**src/rtl/code_mux_arbiter.sv**
```systemverilog
// Round-robin arbiter/sequencer in front of the four-input 8-bit code mux.
// Drives the mux select/enable, inserts a one-cycle settling gap between grants, and registers the routed code.
module code_mux_arbiter #(
  parameter int unsigned HOLD_CYCLES = 4
) (
  input  logic       i_clk,
  input  logic       i_rst,
  input  logic       i_en,
  input  logic [3:0] i_req,
  input  logic [7:0] i_code_0,
  input  logic [7:0] i_code_1,
  input  logic [7:0] i_code_2,
  input  logic [7:0] i_code_3,
  output logic [3:0] o_grant,
  output logic [1:0] o_sel_code,
  output logic       o_en,
  output logic [7:0] o_code,
  output logic       o_valid
);

  typedef enum logic [1:0] {
    IDLE  = 2'd0,
    GRANT = 2'd1,
    GAP   = 2'd2
  } state_t;

  localparam logic [7:0] HOLD_LAST = 8'(HOLD_CYCLES - 1);

  state_t     state;
  logic [1:0] last;
  logic [7:0] cnt;
  logic [1:0] next_idx;
  logic [7:0] code_sel;
  logic       release_now;
  logic       start_grant;

  // Walk the search order backwards so the nearest requester after `last` wins.
  always_comb begin
    // NOTE: assign every always_comb output a default first; a path that skips it infers a latch.
    next_idx = last;
    for (int i = 3; i >= 1; i--) begin
      if (i_req[last + 2'(i)]) next_idx = last + 2'(i);
    end
  end

  always_comb begin
    code_sel = i_code_0;
    case (o_sel_code)
      2'd0:    code_sel = i_code_0;
      2'd1:    code_sel = i_code_1;
      2'd2:    code_sel = i_code_2;
      default: code_sel = i_code_3;
    endcase
  end

  assign start_grant = i_en && (|i_req);
  assign release_now = !i_req[o_sel_code] || !i_en || (cnt == HOLD_LAST);

  // NOTE: all state here is sequential, so every assignment is non-blocking to avoid ordering races.
  always_ff @(posedge i_clk) begin
    if (i_rst) begin
      state      <= IDLE;
      last       <= 2'd3;
      cnt        <= 8'd0;
      o_grant    <= 4'b0000;
      o_sel_code <= 2'd0;
      o_en       <= 1'b0;
      o_code     <= 8'h00;
      o_valid    <= 1'b0;
    end else begin
      case (state)
        IDLE, GAP: begin
          o_valid <= 1'b0;
          if (start_grant) begin
            state      <= GRANT;
            cnt        <= 8'd0;
            o_grant    <= 4'b0001 << next_idx;
            o_sel_code <= next_idx;
            o_en       <= 1'b1;
          end else begin
            state <= IDLE;
          end
        end
        GRANT: begin
          o_code  <= code_sel;
          o_valid <= 1'b1;
          if (release_now) begin
            state   <= GAP;
            last    <= o_sel_code;
            cnt     <= 8'd0;
            o_grant <= 4'b0000;
            o_en    <= 1'b0;
          end else begin
            cnt <= cnt + 8'd1;
          end
        end
        default: begin
          state   <= IDLE;
          o_grant <= 4'b0000;
          o_en    <= 1'b0;
          o_valid <= 1'b0;
        end
      endcase
    end
  end

endmodule

```
**config.mk**
```make
export PLATFORM = sky130hd
export DESIGN_NAME = code_mux_arbiter
export DESIGN_NICKNAME = d
export VERILOG_FILES = /design/src/rtl/code_mux_arbiter.sv
export SDC_FILE = /design/constraint.sdc
export NUM_CORES = 1
export LEC_CHECK = 0
export CAP_MARGIN = 20
export CORE_MARGIN = 2
export CORE_UTILIZATION = 35
export DETAILED_ROUTE_END_ITERATION = 6
export PLACE_DENSITY = 0.63
export SLEW_MARGIN = 10
export SYNTH_ARGS = -nofsm -noshare
export SYNTH_HDL_FRONTEND = slang
export SYNTH_SLANG_ARGS = --single-unit
```
**constraint.sdc**
```tcl
create_clock -name i_clk -period 3.1 [get_ports i_clk]
set_input_delay 0.31 -clock i_clk [delete_from_list [all_inputs] [get_ports i_clk]]
set_output_delay 0.31 -clock i_clk [all_outputs]
set_load 0.005 [all_outputs]
```
==> summary.md <==
The tools report the maximum level of the CTS H-tree as 1. Setup repair after global routing left no endpoint under its margin. The number of hold buffers added after CTS was 0. Among cell families on the critical path, the largest total delay comes from flip-flops.

By startpoint and endpoint, the worst setup path is classified as reg -> out. The violation count after the first detailed-routing iteration is 64. The run gives 0 as the number of remaining DRC errors. The number of max-slew violations in the final report is 0, and the post-synthesis cell area is 1504 um2. The analysis attributes to cell leakage a power of 0.7534 nW. The buffering stage count on the worst path with inverters included works out to 1. The later pin in the worst-skew pair is clocked with a latency of 0.27 ns.

The run gives 28 as the maximum number of pins on one net before global-route repair. Summed over all nets, the half-perimeter wirelength after detailed placement is 2951 um. In this run the most used layer during global routing was met2. The arithmetic-cell share of the synthesized area counting full adders, half adders and majority gates is 0.8319%, and the starting utilization of the core area is 37.06%.

In this run the mean area of a mapped cell was 9.703 um2. The maximum single-stage delay on the critical path was 0.76 ns; the share of layout cells above drive strength 1 was 11.54%. The post-CTS repair timing setup buffer count is 0, and the routed wire length per instance is 14.05 um.

The routed design could run at a clock period as short as 1.980 ns. In this run, synthesis inferred 0 flip-flops with an integrated enable. The count of inserted antenna diode cells was 0; the number of ports placed on the die boundary was 55. Maximum operating frequency: 505.0 MHz.

The startpoint class of the critical path is a flop. After synthesis, the largest family of logic cells by area is compound AO/OA/AOI/OAI gates. The path class of the tightest hold or removal check is reg -> reg.

The final number of setup-violating endpoints was 0. Count of instances resized after the clock tree is built: 0. The met1 global-route usage was 20.97%; the clock transition at the register clock pins on the worst setup and hold paths after CTS was 0.09 ns. Walking the worst path, the cells encountered are clkdlybuf4s50_1. The portion of synthesized area spent on multiplexers is 14.81%. For this run the aggregate overflow at the end of global routing stands at 0. TritonCTS built the clock tree.

Clock tree synthesis selected as its root buffer the cell clkbuf_8. After Yosys synthesis, and, or, nand and nor cells account for 20.30% of the synthesized area. The worst pin sits at a relative slew slack of 54.92%. The sum of negative setup slack was 0 ns.

After floorplanning, the core was sized to cover 4058 um2. Cell at the slowest stage of the critical path: dfxtp_1. The die is 69.55 um wide. The logs give 0.1595 mV for the worst supply voltage drop on vdd and 155 for the synthesized instance count.

STA puts the critical path data required time at 2.79 ns. The layout has 367 filler cells. The synthesized design contains 28 register bits. Once detail routing completed, the nets flagged for antenna violations numbered 0. The floorplan step defined a die boundary enclosing 4837 um2.

The first-pass detailed-route iteration total came out at 4. The detailed-route vias per instance is 5.322, and the power after layout is 0.8149 mW. For the worst setup path, the data arrival time is 1.67 ns. The initial antenna violation count came out at 0. The number of CTS-inserted buffers is 3, and the final standard cell count with taps included and fillers excluded is 258.

Areal power density over the cells: 379.3 nW/um2. At the end of routability-driven placement, the weighted congestion stood at 0.8132. For the worst-case clock skew, the log shows 0.001962 ns.

The part of the Yosys area used for sequential elements came out at 37.27%. Wires add up to 3624 um. Measured along the y axis, the die boundary spans 69.55 um. The maximum clock insertion buffer count came out at 2.

Counting every sink on the clock net gives 28. Post-synthesis to final-layout area growth: 42.85%. For met3 alone, demand over resource in global routing was 3.488%. After layout, the worst path uses 63.87% of the clock period. The final route contains 1373 vias. In the global route stage, met2 resource usage came out at 27.67%. The number of global-route vias before repair was 1456; the XOR/XNOR share of the synthesized area was 1.747%. The post-layout net count came out at 249.

The kind of capture point of the worst setup path is an output pin. The placed instance count was 254; the slew at the pin closest to its max-slew limit was 0.6753 ns. The number of nets in the synthesized netlist is 195. Number of hold-slack violations in the final timing report: 0. The first global-routing pass estimated 6499 um of wire. The run finished with clean final reports. For this run, the total global-route usage over all layers was measured as 16.61%.

The post-synthesis compound-gate area fraction was 22.13%. The synthesized netlist contains 40 unique library cells. Max-cap violations in this run came to 0. In the synthesized netlist the dominant register cell turns out to be dfxtp_1.

The Yosys step of the flow raised 0 warnings. For this run, asynchronously set or reset flops after synthesis account for 0%. The highest fanout seen on the critical path was 12; the number of rows in the core area was 23. During placement, the flow inserted port buffers numbering 54. The tightest hold path in the finished design has a slack of 0.4597 ns.
cell usage after synthesis (2+ instances only):
cell type  count  share of area, %
o32ai_1        5               2.9
nor2_1        11               2.7
nand2_1       24               6.0
o21ai_0        2              0.67
xor2_1         2               1.2
mux4_2         9                13
nand3_1        5               1.7
o2bb2ai_1      3               1.7
a21o_1         2               1.0
nand2b_1       5               2.1
a21oi_1       12               4.0
nand4_1        2              0.83
nor3b_1        2               1.0
dfxtp_1       28                37
nor3_1         3               1.0
o211ai_1       2               1.0
a211oi_1       2               1.0
a211o_1        2               1.2
nor2_2         2              0.83
mux2i_1        2               1.3
clkbuf_1       5               1.2
inv_1          4               1.0
nor2b_1        2              0.83
or3_1          2              0.83
buf_2          2              0.67
per-stage QoR:
| step | utilization, % | setup WS, ns | cell area (um2) |
|---|---|---|---|
| floorplan | - | 1.348 | 1504 |
| global placement | 51.59 | 1.056 | 2093 |
| detailed placement | 51.59 | 1.018 | 2093 |
| CTS | 52.94 | 1.089 | 2148 |
| global route | 52.94 | 1.006 | 2148 |
| finish | 52.94 | 1.120 | 2148 |
placed cells by master, fill, tap and decap left out, types with 2 or more instances in the layout:
cell type        synthesis  routed
a211o_1                  2       2
xor2_1                   2       2
o211ai_1                 2       2
nor2_2                   2       2
clkbuf_8                 0       4
o21ai_0                  2       2
a211oi_1                 2       2
nor3b_1                  2       2
inv_1                    4       4
o32ai_1                  5       5
dfxtp_1                 28      28
nand3_1                  5       5
nand2_1                 24      24
nor3_1                   3       3
or3_1                    2       2
nor2b_1                  2       2
o2bb2ai_1                3       3
nand4_1                  2       2
mux2i_1                  2       2
clkdlybuf4s50_1          0      54
buf_4                    0       2
nand2b_1                 5       5
mux4_2                   9       9
a21oi_1                 12      12
nor2_1                  11      11
a21o_1                   2       2
logic make-up (layout without fill, tap and decap cells):
group,count (synthesis),count (layout)
adder cells (fa/ha/maj),1,1
buffers and inverters,11,64
AND/OR/NAND/NOR,62,62
AO/OA/AOI/OAI,39,39
XOR/XNOR,3,3
flip-flops,28,28
multiplexers,11,11
final timing paths:
path	from	end	slack [ns]	cells past startpoint
max	o_sel_code[0]	o_sel_code[0]	1.12	1
min reg2reg	o_code[2]	o_code[2]	0.46	2
min	o_code[2]	o_code[2]	0.46	2
max reg2reg	o_sel_code[1]	last[1]	1.17	4
tightest hold or removal path: stages, from the launching register on:
cell and delay, ns:
dfxtp_1 0.32, nand2_1 0.05, a21oi_1 0.05
layout make-up:
class | count | area, um2 | share of cell area [%]
tap | 50 | 62.56 | 2.912
multi-input combinational | 116 | 899.6 | 41.88
inverter | 4 | 15.01 | 0.6989
clock buffer | 4 | 55.05 | 2.563
timing repair buffer | 56 | 555.5 | 25.86
sequential | 28 | 560.5 | 26.09
registers in the layout, summed over array words and instances, names as in the netlist:
register	count
state	2
o_en	1
o_valid	1
o_code	8
last	2
cnt	8
o_grant	4
o_sel_code	2
metal layers:
metal | wire [um] | share of wire [%]
met1 | 1640 | 45
met2 | 1731 | 48
met3 | 189 | 5.2
met4 | 61 | 1.7
met5 | 0 | 0
report_power, final:
part | switching, mW | internal (mW) | leakage, nW | total [mW]
Combinational | 0.0718 | 0.118 | 0.497 | 0.190
Sequential | 0.0234 | 0.378 | 0.228 | 0.401
Clock | 0.110 | 0.114 | 0.0288 | 0.224
Total | 0.205 | 0.610 | 0.753 | 0.815
Power figures use the tool's default switching activity.
